**config.mk**
```make
export PLATFORM = sky130hd
export DESIGN_NAME = spi_rdid_ctrl
export DESIGN_NICKNAME = d
export VERILOG_FILES = /design/src/rtl/spi_rdid_ctrl.sv
export SDC_FILE = /design/constraint.sdc
export NUM_CORES = 1
export LEC_CHECK = 0
export ABC_AREA = 1
export CAP_MARGIN = 15
export CORE_MARGIN = 2
export CORE_UTILIZATION = 58
export DETAILED_ROUTE_END_ITERATION = 8
export HOLD_SLACK_MARGIN = 0.02
export PLACE_DENSITY_LB_ADDON = 0.3
export SETUP_SLACK_MARGIN = 0.1
export SYNTH_ARGS = -nofsm -noshare
export SYNTH_HDL_FRONTEND = slang
export SYNTH_SLANG_ARGS = --single-unit
```
**constraint.sdc**
```tcl
create_clock -name clk -period 5.01 [get_ports clk]
set_input_delay 0.7515 -clock clk [delete_from_list [all_inputs] [get_ports clk]]
set_output_delay 0.7515 -clock clk [all_outputs]
set_load 0.03 [all_outputs]
```
**src/rtl/spi_rdid_ctrl.sv**
```systemverilog
// spi_rdid_ctrl: SPI mode-0 master that issues one Read-ID command per start
// pulse and returns the NUM_BYTES-byte ID word with a one-cycle done strobe.
//
// Handshake: start is a one-cycle request that is accepted only while the
// engine is idle (requests at any other time are dropped, never queued).
// busy rises the cycle after acceptance and stays high through the done
// cycle. done pulses for exactly one cycle, and rdid_data is valid from that
// cycle until the next completed transaction or reset.
//
// Every output is a register loaded from a decode of the current state. This
// means pins trail the state register by one cycle, which gives the
// start-to-done latency of 1 + CLK_DIV*(2 + 16*(1+NUM_BYTES)) cycles.
module spi_rdid_ctrl #(
  parameter int          CLK_DIV   = 2,
  parameter int          NUM_BYTES = 3,
  parameter logic [7:0]  CMD       = 8'h9F
) (
  input  logic                     clk,
  input  logic                     rst,
  input  logic                     start,
  input  logic                     miso,
  output logic                     cs_n,
  output logic                     sclk,
  output logic                     mosi,
  output logic                     busy,
  output logic                     done,
  output logic [8*NUM_BYTES-1:0]   rdid_data,
  output logic [2:0]               dbg_state_o
);

  localparam int DW    = 8 * NUM_BYTES;
  localparam int NBITS = 8 + DW;
  localparam int BIT_W = $clog2(NBITS);
  localparam int DIV_W = (CLK_DIV > 1) ? $clog2(CLK_DIV) : 1;

  localparam logic [DIV_W-1:0] DIV_LAST = DIV_W'(CLK_DIV - 1);
  localparam logic [BIT_W-1:0] BIT_LAST = BIT_W'(NBITS - 1);
  localparam logic [BIT_W-1:0] CMD_BITS = BIT_W'(8);

  typedef enum logic [2:0] {
    S_IDLE  = 3'd0,
    S_SETUP = 3'd1,
    S_SHIFT = 3'd2,
    S_HOLD  = 3'd3,
    S_DONE  = 3'd4
  } state_t;

  state_t            state_q, state_d;
  logic [DIV_W-1:0]  div_q, div_d;
  logic [BIT_W-1:0]  bit_q, bit_d;
  logic              phase_q, phase_d;   // 0 = sclk low half, 1 = high half
  logic [DW-1:0]     shreg_q, shreg_d;
  logic [DW-1:0]     rdid_q, rdid_d;
  logic              cs_n_q, cs_n_d;
  logic              sclk_q, sclk_d;
  logic              mosi_q, mosi_d;
  logic              busy_q, busy_d;
  logic              done_q, done_d;
  logic              sample_en;

  // State register and divider/bit/phase counters.
  always_ff @(posedge clk or posedge rst) begin
    if (rst) begin
      state_q <= S_IDLE;
      div_q   <= '0;
      bit_q   <= '0;
      phase_q <= 1'b0;
    end else begin
      state_q <= state_d;
      div_q   <= div_d;
      bit_q   <= bit_d;
      phase_q <= phase_d;
    end
  end

  // Next-state logic: each phase lasts CLK_DIV cycles of the divider.
  always_comb begin
    state_d = state_q;
    div_d   = div_q;
    bit_d   = bit_q;
    phase_d = phase_q;
    case (state_q)
      S_IDLE: begin
        if (start) begin
          state_d = S_SETUP;
          div_d   = '0;
        end
      end
      S_SETUP: begin
        if (div_q == DIV_LAST) begin
          div_d   = '0;
          bit_d   = '0;
          phase_d = 1'b0;
          state_d = S_SHIFT;
        end else begin
          div_d = div_q + 1'b1;
        end
      end
      S_SHIFT: begin
        if (div_q == DIV_LAST) begin
          div_d = '0;
          if (!phase_q) begin
            phase_d = 1'b1;
          end else begin
            phase_d = 1'b0;
            if (bit_q == BIT_LAST) begin
              bit_d   = '0;
              state_d = S_HOLD;
            end else begin
              bit_d = bit_q + 1'b1;
            end
          end
        end else begin
          div_d = div_q + 1'b1;
        end
      end
      S_HOLD: begin
        if (div_q == DIV_LAST) begin
          div_d   = '0;
          state_d = S_DONE;
        end else begin
          div_d = div_q + 1'b1;
        end
      end
      S_DONE: begin
        state_d = S_IDLE;
      end
      default: begin
        state_d = S_IDLE;
      end
    endcase
  end

  // Output decode from the current state; registered below so pins are glitch-free.
  always_comb begin
    cs_n_d = 1'b1;
    sclk_d = 1'b0;
    mosi_d = 1'b0;
    busy_d = (state_q != S_IDLE);
    done_d = 1'b0;
    case (state_q)
      S_SETUP: begin
        cs_n_d = 1'b0;
        mosi_d = CMD[7];
      end
      S_SHIFT: begin
        cs_n_d = 1'b0;
        sclk_d = phase_q;
        // bit_q only advances at the end of a high half, so mosi moves with sclk 1->0.
        mosi_d = (bit_q < CMD_BITS) ? CMD[3'd7 - bit_q[2:0]] : 1'b0;
      end
      S_HOLD: begin
        cs_n_d = 1'b0;
      end
      S_DONE: begin
        done_d = 1'b1;
      end
      default: ;
    endcase
  end

  // Capture miso on the edge where registered sclk goes high, skipping command bits.
  always_comb begin
    sample_en = (state_q == S_SHIFT) && phase_q && (div_q == '0) && (bit_q >= CMD_BITS);
    shreg_d   = sample_en ? {shreg_q[DW-2:0], miso} : shreg_q;
    rdid_d    = (state_q == S_DONE) ? shreg_q : rdid_q;
  end

  // Shift register and the held ID word (updated whole, never partially).
  always_ff @(posedge clk or posedge rst) begin
    if (rst) begin
      shreg_q <= '0;
      rdid_q  <= '0;
    end else begin
      shreg_q <= shreg_d;
      rdid_q  <= rdid_d;
    end
  end

  // Registered pins; reset forces the idle bus levels immediately.
  always_ff @(posedge clk or posedge rst) begin
    if (rst) begin
      cs_n_q <= 1'b1;
      sclk_q <= 1'b0;
      mosi_q <= 1'b0;
      busy_q <= 1'b0;
      done_q <= 1'b0;
    end else begin
      cs_n_q <= cs_n_d;
      sclk_q <= sclk_d;
      mosi_q <= mosi_d;
      busy_q <= busy_d;
      done_q <= done_d;
    end
  end

  assign cs_n        = cs_n_q;
  assign sclk        = sclk_q;
  assign mosi        = mosi_q;
  assign busy        = busy_q;
  assign done        = done_q;
  assign rdid_data   = rdid_q;
  assign dbg_state_o = state_q;

endmodule

```
======== Yosys cells after proc, flatten, opt, wreduce, memory -nomap -nowiden ========
Memory sizes are Yosys's and may differ from the RTL's.
Cells that the tools add are included.
operators by class
  add/sub/neg operators ................... 3
  muxes and demuxes ....................... 25
  equal/unequal tests ..................... 11
  reductions and logical operators ........ 12
  bitwise operators ....................... 1
  $lt $le $gt $ge ......................... 3
operators with widths
  cell                                                                          number
  5-bit 2-to-1 mux                                                              4
  3-bit 2-to-1 mux                                                              6
  2-bit != test, second input constant                                          6
  3-bit one-hot mux with 4 select lines                                         1
  1-bit 2-to-1 mux                                                              10
  5-bit one-hot mux with 2 select lines                                         1
  3-bit by 2-bit == test with 1-bit output, second input constant               2
  1-bit one-hot mux with 2 select lines                                         3
  6-bit AND reduction                                                           1
  5-bit by 1-bit adder with 5-bit output, second input constant                 1
  5-bit == test, second input constant                                          1
  5-bit by 4-bit >= comparator with 1-bit output, second input constant         1
  5-bit by 4-bit less-than comparator with 1-bit output, second input constant  1
  3-bit by 4-bit less-than comparator with 1-bit output, second input constant  1
  4-bit AND reduction                                                           1
  2-bit nonzero test                                                            2
  3-bit by 1-bit == test with 1-bit output, second input constant               1
  3-bit == test, second input constant                                          1
  1-bit logical AND                                                             3
  3-bit zero test                                                               1
  3-bit AND reduction                                                           1
  3-bit nonzero test                                                            1
  3-bit OR reduction                                                            1
  3-bit subtractor, first input constant                                        1
  other kinds (3)                                                               3
storage, ports and cells
  input port bits ......................... 4
  memory bits (read-only) ................. 8
  logic and storage cells ................. 67
  memories ................................ 1
  bits in registers ....................... 63
  output and inout port bits .............. 32
memories
  memory           words  bits a word  read ports  clocked after Yosys merged registers in  wr ports  line  RTL
  (no name shown)  8      1            1           0                                        0         150   mosi_d = (bit_q < CMD_BITS) ? CMD[3'd7 - bit_q[2:0]] : 1'b0;

======== Depth between registers and ports, before layout ========
Gate-level depths: netlist of the first run.
  depth after elaboration ................. 5
  depth in mapped cells ................... 10
  gate-level depth less buffers ........... 10

======== Least setup slack after synthesis of the first run ========
OpenSTA, ideal clock, no wires.
  path type ............................... reg-to-reg
  start point ............................. register bit_q[0]
  end point ............................... register state_q[0] (netlist: dbg_state_o[0])
  path buffers ............................ 0
  slack ................................... 3.594 ns
  arrival time ............................ 1.293 ns
  period minus slack after synthesis ...... 1.416 ns
  data required time ...................... 4.887 ns
  stages on the path, launching flop included .. 11
  library setup time ...................... 0.123 ns
  cell sequence ........................... dfrtp_1 > ha_1 > nand2_1 > nor2_1 > ha_1 > inv_1 > nand3_1 > nand2_1 > nor2_1 > nand2_1 > nand2_1
between the ends
  longest elaborated chain between the ends .. 3
ends and longest elaborated chain
  element                        line  RTL
  start: declaration             50    logic [BIT_W-1:0] bit_q, bit_d;
  start signal: assignment       71    bit_q <= bit_d;
  5-bit == test                  106   if (bit_q == BIT_LAST) begin
  2-bit != test (no line)        n/a
  6-bit AND reduction (no line)  n/a
  end signal: assignment         69    state_q <= state_d;
  end: declaration               48    state_t state_q, state_d;
No other way between the ends.
A chain may end at the register's enable or synchronous reset.

======== Worst setup path in the final report of the first run ========
  start point ............................. register state_q[1] (netlist: dbg_state_o[1])
  end point ............................... output port dbg_state_o[1]
RTL lines
  element           line  RTL
  end: declaration  28    output logic [2:0] dbg_state_o
No word-level cell between the ends.

==> metrics, run 1 <==
die area 0.00518 mm²; Cell Chain, Critical Path clkdlybuf4s50_1; post-CTS setup buffer count 0; Vias between 1.5k and 2k; Synth top cells by count nand2_1, dfrtp_1, inv_1; Syn Inst Count around 270; gr ovfl total 0; Vias per Instance approximately 5.1; pin count of the biggest net entering global routing 64; WL/cell around 12 µm; initial antenna violation count 0; Power Dens Cells a little under 300 mW/mm²; number of global-route vias before repair roughly 1.9k; slew margin rel. ~49%; TritonRoute pass-1 iters 4; global-route usage over all layers between 20% and 30%; Setup Viol. Count Final 0; maxcap violations 0; Die Y slightly above 70 µm; Final Critical Period 2.33 ns; # resized after CTS 0; clock root cell clkbuf_8; number of distinct library cells after synthesis 22; IO Pins 36; ranking of synthesized cells by area dfrtp_1, nand2_1, o21ai_0; area of the core ~0.0044 mm²; register area share after synthesis 58.9%; fin crit share about 46%; worst hold slack just under 0.5 ns; remaining antenna violation count after routing 0; Initial Utilization about three fifths; synthesized area roughly 0.0027 mm²; data arrival time of the worst path about 1.6 ns; Area growth syn-to-layout 19.9%; Crit Path Max Fanout 8; first-pass GRT wire length about 8.1 mm; Post-synth EDFFs 0; Clk Latency, worst-skew pair approximately 0.33 ns; Synth Warn # 0; top-count cell post-synth nand2_1; CTS tree built; Synth Flop Type dfrtp_1; post-synth top area cell dfrtp_1; Largest delay share family, worst path buffers and inverters; placed insts about 350; Async SR Flop Fraction 100%; Die Wd about 70 µm; Hold Buf Count CTS 0; simple-gate portion of the synthesized area between 10% and 20%; VDD IR-drop max 0.000164 V; Detailed Route Iter0 Violations 149; FMAX around 0.43 GHz; RSZ-0062 raised after global routing no; final-report hold violation count 0; Detailed Route WL 4.42 mm; Port Buffers 35; Hold WC Path Type reg2reg; #FFs+latches synth 63; Final HPWL DP between 2 and 3 mm; Synth Area in Compound Gates between 10 and 15%; clk slew on worst S/H paths 0.07 ns; Num CTS Buffers 9; Syn Area/Cell roughly 10 µm²; CTS max path bufs 2; CP Buf/Inv Count 1; nets@finish 318; critical path's slowest cell clkdlybuf4s50_1; H-tree Lvls 3; largest family of logic cells by synthesized area simple AND/OR/NAND/NOR gates; Least-Margin Pin Slew about 0.76 ns; CP Capture Type output pin; max incr delay on CP around 0.74 ns; adder-cell share of the synthesized area 1.40%; leakage power between 1 and 1.5 nW; DRC viols 0; Antenna diodes 0; non-filler cells in the finished layout roughly 370; layout cells sized above 1 a little over an eighth; Synth Area in XOR/XNOR 0%; mux cell area share after synthesis 0%; Startpoint Class flop; Critical Path RT between 4 and 5 ns; Final Skew 0.00667 ns; site row count 24; Synth top area share between 50 and 60%; outcome finished clean; Sink Count 63; Placer Congestion between 0.8 and 0.9; Net Count, Synth about 280; Slew Viols, Final 0; setup_tns 0 ns; Worst Setup Path Type reg2out
-- stage by stage --
step                      util (%)  total power, W  setup WS [ns]  area (µm²)
after floorplan                  -        0.000531           2.69        2680
after global placement        68.6        0.000537           3.05        3030
after detailed placement      68.6        0.000537           3.03        3030
after CTS                     72.7        0.000948           2.66        3210
after global routing          72.7        0.000975           2.63        3210
final                         72.7        0.000939           2.68        3210
-- state kept, by name, summed over array words and instances (netlist names) --
register	flops
bit_q	5
rdid_data	24
cs_n	1
phase_q	1
shreg_q	24
dbg_state_o	3
div_q	1
done	1
sclk	1
mosi	1
busy	1
-- cell usage in the layout (no fill, tap or decap), types with 2 or more instances in the layout --
cell type | netlist | routed
a21oi_1 | 2 | 2
clkdlybuf4s50_1 | 0 | 35
buf_4 | 0 | 3
ha_1 | 3 | 3
clkinv_2 | 0 | 2
nand2_4 | 10 | 10
dfrtp_1 | 62 | 62
nor2_4 | 2 | 2
nand2_1 | 65 | 65
clkbuf_8 | 0 | 9
nand3_1 | 8 | 8
o21ai_1 | 14 | 14
nand4_1 | 2 | 2
o21ai_0 | 35 | 35
inv_1 | 40 | 39
o21ai_2 | 10 | 10
clkbuf_1 | 2 | 3
nor2_1 | 4 | 4
-- power by group --
part	internal [W]	switching [W]	leakage, nW
Clock	0.000229	0.000183	0.0904
Sequential	0.000510	0.000000887	0.838
Combinational	0.00000382	0.0000114	0.542
-- routing by layer --
layer / share of wire, % / global-route usage [%]
met5: 0 / 0
met4: 1.3 / 9.43
met3: 4.0 / 5.97
met2: 48 / 32.9
met1: 46 / 26.1
-- cell type report --
type                            instances  area [µm²]
Timing Repair Buffer                   38         373
Multi-Input combinational cell        159         862
Clock buffer                           12         135
Tap cell                               52        65.1
Inverter                               40         150
Fill cell                             342        1200
Sequential cell                        63        1580
Clock inverter                          4        47.5
-- cells by family after synthesis --
| group | after synthesis |
|---|---|
| simple gates | 95 |
| flops | 63 |
| compound gates | 61 |
| buf+inv | 50 |
| fa+ha+maj | 3 |
-- final timing paths --
check	startpoint	slack, ns	depth (start not counted)	endpoint
setup / recovery	dbg_state_o[1]	2.68	1	dbg_state_o[1]
hold reg to reg	rdid_data[5]	0.48	2	rdid_data[5]
setup reg to reg	dbg_state_o[0]	3.29	5	shreg_q[18]
hold / removal	rdid_data[5]	0.48	2	rdid_data[5]
max in group asynchronous	rst	3.55	3	rdid_data[6]
min in group asynchronous	rst	0.96	3	dbg_state_o[2]
Note: power is estimated with default switching activity, not from simulation.
==> run 2, diff against run 1 <==
Settings changed: CORE_UTILIZATION 58 to 54.
Clock period 5.01 ns to 2.2 ns, I/O delays scaled along.
==> metrics, run 2 (same netlist as run 1, synthesis figures left out) <==
outcome finished clean; Startpoint Class flop; RSZ-0062 raised after global routing no; DRC viols 0 (unchanged); pin count of the biggest net entering global routing 64 (unchanged); Worst Setup Path Type reg2out; post-CTS setup buffer count 0 (unchanged); design area 0.00326 mm² (+1.6%); initial antenna violation count 0 (unchanged); final-report hold violation count 0 (unchanged); worst hold slack 0.360 ns (-0.120 ns); CTS tree built; WL/cell 11.2 µm (-6.5%); Cell Chain, Critical Path clkdlybuf4s50_1; commonest cells after routing, fill and taps aside nand2_1, dfrtp_1, inv_1, o21ai_0, clkdlybuf4s50_1; Placer Congestion 0.829 (-4.7%); data arrival time of the worst path 1.58 ns (about the same); clk slew on worst S/H paths 0.07 ns (about the same); slew margin rel. 72.8% (+24 points); maxcap violations 0 (unchanged); layout cells sized above 1 13.6% (unchanged); Top Metal Used met4; met3 WL post-DR 168 µm (-4.0%); commonest non-fill, non-tap cell in the layout nand2_1; fin crit share between 80% and 90%; remaining antenna violation count after routing 0 (unchanged); Num CTS Buffers 9 (unchanged); M1 WL 2.02 mm (-1.9%); nets@finish 318 (unchanged); Hold WC Path Type in2async; Hold Buf Count CTS 0 (unchanged); Slew Viols, Final 0 (unchanged); met2 wire len 2.02 mm (-5.2%); area of the multi-input gates 862 µm² (unchanged); Clk Latency, worst-skew pair 0.33 ns (about the same); CP Capture Type output pin; number of global-route vias before repair 1,780 (-6.1%); Crit Path Max Fanout 8 (unchanged); Die Wd 74.4 µm (+3.4%); Vias 1,828 (-3.1%); Final Skew 0.00775 ns (+0.00108 ns); global-route usage over all layers 18.9% (-1.6 points); Least-Margin Pin Slew 0.408 ns (-0.355 ns); site row count 25 (+4.2%); FMAX approximately 0.52 GHz; Vias per Instance 4.77 (-6.9%); Storage cell area 0.00158 mm² (unchanged); leakage power 1.49 nW (+1.2%); # resized after CTS 0 (unchanged); Die Y 74.4 µm (+3.4%); CTS max path bufs 2 (unchanged); Antenna diodes 0 (unchanged); Area growth syn-to-layout 21.8%; VDD IR-drop max 0.000330 V (+100%); setup_tns 0 ns (unchanged); # fillers 405 (+18%); Detailed Route WL 4.30 mm (-2.6%); Final HPWL DP 2.84 mm (-0.29%); Final Critical Period approximately 1.9 ns; clock root cell clkbuf_8; Setup Viol. Count Final 0 (unchanged); Largest delay share family, worst path buffers and inverters; TritonRoute pass-1 iters 4 (unchanged); Final Power 0.00214 W (+130%); Port Buffers 35 (unchanged); Detailed Route Iter0 Violations 132 (-11%); critical path's slowest cell clkdlybuf4s50_1; Util after Layout 68.6% (-4.1 points); H-tree Lvls 3 (unchanged); first-pass GRT wire length 7.73 mm (-4.8%); Power Dens Cells 658 mW/mm² (+120%); IO Pins 36 (unchanged); die area 0.00554 mm² (+7.0%); gr ovfl total 0 (unchanged); Initial Utilization 56.3% (-4.3 points); max incr delay on CP 0.73 ns (about the same); Sink Count 63 (unchanged); Critical Path RT 1.87 ns (-2.39 ns); area of the core 0.00475 mm² (+7.7%); Placed Area 0.00307 mm² (+1.4%); CP Buf/Inv Count 1 (unchanged)
-- run 2: cell count changes in the layout (fill, tap and decap cells not counted) --
cell / delta
clkbuf_8: +4
buf_12: +2
clkinv_2: -2
buf_4: -2
bufinv_16: -1
clkinvlp_4: -1
-- run 2: area by class of cell --
cell class                 count  area share (%)
clock buffer                  16            5.83
inverter                      40            4.60
multi-input combinational    159            26.4
sequential                    63            48.4
tap                           67            2.57
timing repair buffer          38            12.2
-- run 2: worst paths after layout --
kind	from	to	slack (ns)	cells past startpoint
max in group asynchronous	rst	shreg_q[1]	1.55	3
setup / recovery	dbg_state_o[1]	dbg_state_o[1]	0.29	1
min in group clk	rdid_data[3]	rdid_data[3]	0.48	2
hold / removal	rst	rdid_data[21]	0.36	3
hold reg to reg	rdid_data[3]	rdid_data[3]	0.48	2
setup reg to reg	bit_q[0]	dbg_state_o[0]	0.65	10
-- run 2: worst reg2reg max path, delay by kind of cell (launching register included) --
family | cells | cell delay [ns]
buf+inv | 1 | 0.07
fa+ha+maj | 2 | 0.39
simple gates | 7 | 0.56
flops | 1 | 0.42
-- run 2: power by group --
part,internal [W],leakage [nW],switching [W]
Sequential,0.00116,0.838,0.00000184
Combinational,0.0000114,0.553,0.0000264
Clock,0.000535,0.0970,0.000408
-- run 2: stage by stage --
step	worst slack (ns)	instances
CTS	0.276	383
global route	0.232	383
finish	0.289	383
global placement	0.663	367
floorplan	0.302	272
detailed placement	0.659	367
-- run 2: metal layers --
layer,vias to the layer above,global-route usage [%]
li1,934,-
met1,851,23.1
met2,33,29.4
met3,10,6.64
met4,0,10.7
met5,-,0
==> run 3, diff against run 2 <==
Settings changed: CORE_UTILIZATION 54 to 56, CTS_BUF_LIST set to sky130_fd_sc_hd__clkbuf_8, GPL_TIMING_DRIVEN set to 0.
==> metrics, run 3 (same netlist as run 1, synthesis figures left out) <==
Area growth syn-to-layout 22.5%; Worst setup startpoint dbg_state_o[1]; WL/cell 12.3 µm (+9.6%); CP Buf/Inv Count 1 (unchanged); post-route setup slack 0.290 ns (+0.00113 ns); Vias per Instance 5.05 (+5.8%); Reg-to-Reg Start bit_q[0]; Worst Setup Path Type reg2out; final-report hold violation count 0 (unchanged); H-tree Lvls 3 (unchanged); Setup Viol. Count Final 0 (unchanged); pin count of the biggest net entering global routing 41 (-36%); DP Worst Slack 0.640 ns (-0.0191 ns); Startpoint Class flop; layout cells sized above 1 14.9% (+1.3 points); Port Buffers 35 (unchanged); Largest delay share family, worst path buffers and inverters; area of the core 0.00466 mm² (-2.0%); Die Y 73.1 µm (-1.7%); Hold WC Path Type in2async; Pint 0.00162 W (-5.1%); number of global-route vias before repair 1,851 (+4.0%); DRC viols 0 (unchanged); CTS max path bufs 2 (unchanged); Clk Latency, worst-skew pair 0.33 ns (about the same); Sink Count 63 (unchanged); leakage power 1.51 nW (+1.7%); Die Wd 73.1 µm (-1.7%); slew margin rel. 65.3% (-7.4 points); Critical Path RT 1.87 ns (about the same); Cell Chain, Critical Path clkdlybuf4s50_1; Vias 1,899 (+3.9%); Hold Buf Count CTS 0 (unchanged); commonest non-fill, non-tap cell in the layout nand2_1; Initial Utilization 57.4% (+1.1 points); global-route usage over all layers 20.6% (+1.7 points); critical path's slowest cell clkdlybuf4s50_1; FMAX 0.524 GHz (about the same); outcome finished clean; data arrival time of the worst path 1.58 ns (about the same); Detailed Route WL 4.63 mm (+7.6%); setup_tns 0 ns (unchanged); Least-Margin Pin Slew 0.519 ns (+0.111 ns); remaining antenna violation count after routing 0 (unchanged); Placer Congestion 0.828 (-0.22%); Slew Viols, Final 0 (unchanged); clock root cell clkbuf_8; part of the power in registers 57.1% (+2.8 points); combinational share of power 1.9% (about the same); Final Power 0.00204 W (-5.0%); Num CTS Buffers 9 (unchanged); switch share 20.4% (+0.096 points); initial antenna violation count 0 (unchanged); clock network power share 41.0% (-3.0 points); IO Pins 36 (unchanged); nets@finish 326 (+2.5%); critical path depth 1 (unchanged); gr ovfl total 0 (unchanged); Final Skew 0.00776 ns (+0.0000139 ns); first-pass GRT wire length 8.16 mm (+5.4%); Antenna diodes 0 (unchanged); clk slew on worst S/H paths 0.06 ns (about the same); CP Capture Type output pin; fin crit share 86.8% (about the same); Final Critical Period 1.91 ns (-0.00113 ns); Power Dens Cells 621 mW/mm² (-5.5%); max incr delay on CP 0.73 ns (about the same); Detailed Route Iter0 Violations 55 (-58%); # resized after CTS 0 (unchanged); RSZ-0062 raised after global routing no; FF-to-FF path depth 10 (unchanged); TritonRoute pass-1 iters 4 (unchanged); Storage cell area 0.00158 mm² (unchanged); Crit Path Max Fanout 8 (unchanged); Psw 0.000417 W (-4.5%); VDD IR-drop max 0.000357 V (+8.2%); # fillers 354 (-13%); commonest cells after routing, fill and taps aside nand2_1, dfrtp_1, inv_1, o21ai_0, clkdlybuf4s50_1; maxcap violations 0 (unchanged); area of the multi-input gates 862 µm² (unchanged); post-CTS setup buffer count 0 (unchanged); Final HPWL DP 3.26 mm (+14%); die area 0.00535 mm² (-3.4%); site row count 25 (unchanged); CTS tree built
==> run 3: cell types whose count changed in the layout (fill, tap and decap cells not counted) <==
cell,change
inv_1,+2
buf_2,+3
clkinv_2,+1
buf_6,+4
clkbuf_8,-2
buf_4,-1
clkbuf_1,-1
==> run 3: power by group through the flow <==
stage / Combinational, W / Sequential, W / Clock [W]
2_1_floorplan: 0.0000228 / 0.00119 / 0
3_3_place_gp: 0.0000348 / 0.00119 / 0
3_5_place_dp: 0.0000404 / 0.00119 / 0
4_1_cts: 0.0000404 / 0.00116 / 0.000857
5_1_grt: 0.0000461 / 0.00116 / 0.000912
6_report: 0.0000382 / 0.00116 / 0.000835
==> run 3: final timing paths <==
check	endpoint	slack, ns
max in group asynchronous	shreg_q[13]	1.26
worst max-delay path	dbg_state_o[1]	0.29
worst max register to register	dbg_state_o[0]	0.63
worst min register to register	rdid_data[4]	0.48
worst min-delay path	bit_q[1]	0.36
min in group clk	rdid_data[4]	0.48
==> run 3: final cells by class <==
class	instances	share of cell area [%]
Inverter	40	4.58
Sequential cell	63	48.1
Clock buffer	11	4.62
Clock inverter	3	0.382
Tap cell	54	2.06
Buffer	10	2.67
Multi-Input combinational cell	159	26.3
Timing Repair Buffer	36	11.3
==> run 3: layer usage <==
layer  wire length [µm]  up-vias  GRT usage [%]
li1                   -      953              -
met1               2110      900           25.5
met2               2250       39           33.1
met3                180        7           6.63
met4                 91        0           9.26
met5                  0        -              0
==> run 3: through the flow <==
stage                     hold WS, ns  utilization (%)  std cells  area, µm²
after floorplan                 0.453                -        272       2680
after global placement          0.464             66.4        361       3100
after detailed placement        0.469             66.8        362       3120
after CTS                       0.369             70.4        376       3280
after global routing            0.411             70.4        376       3280
final                           0.362             70.4        376       3280
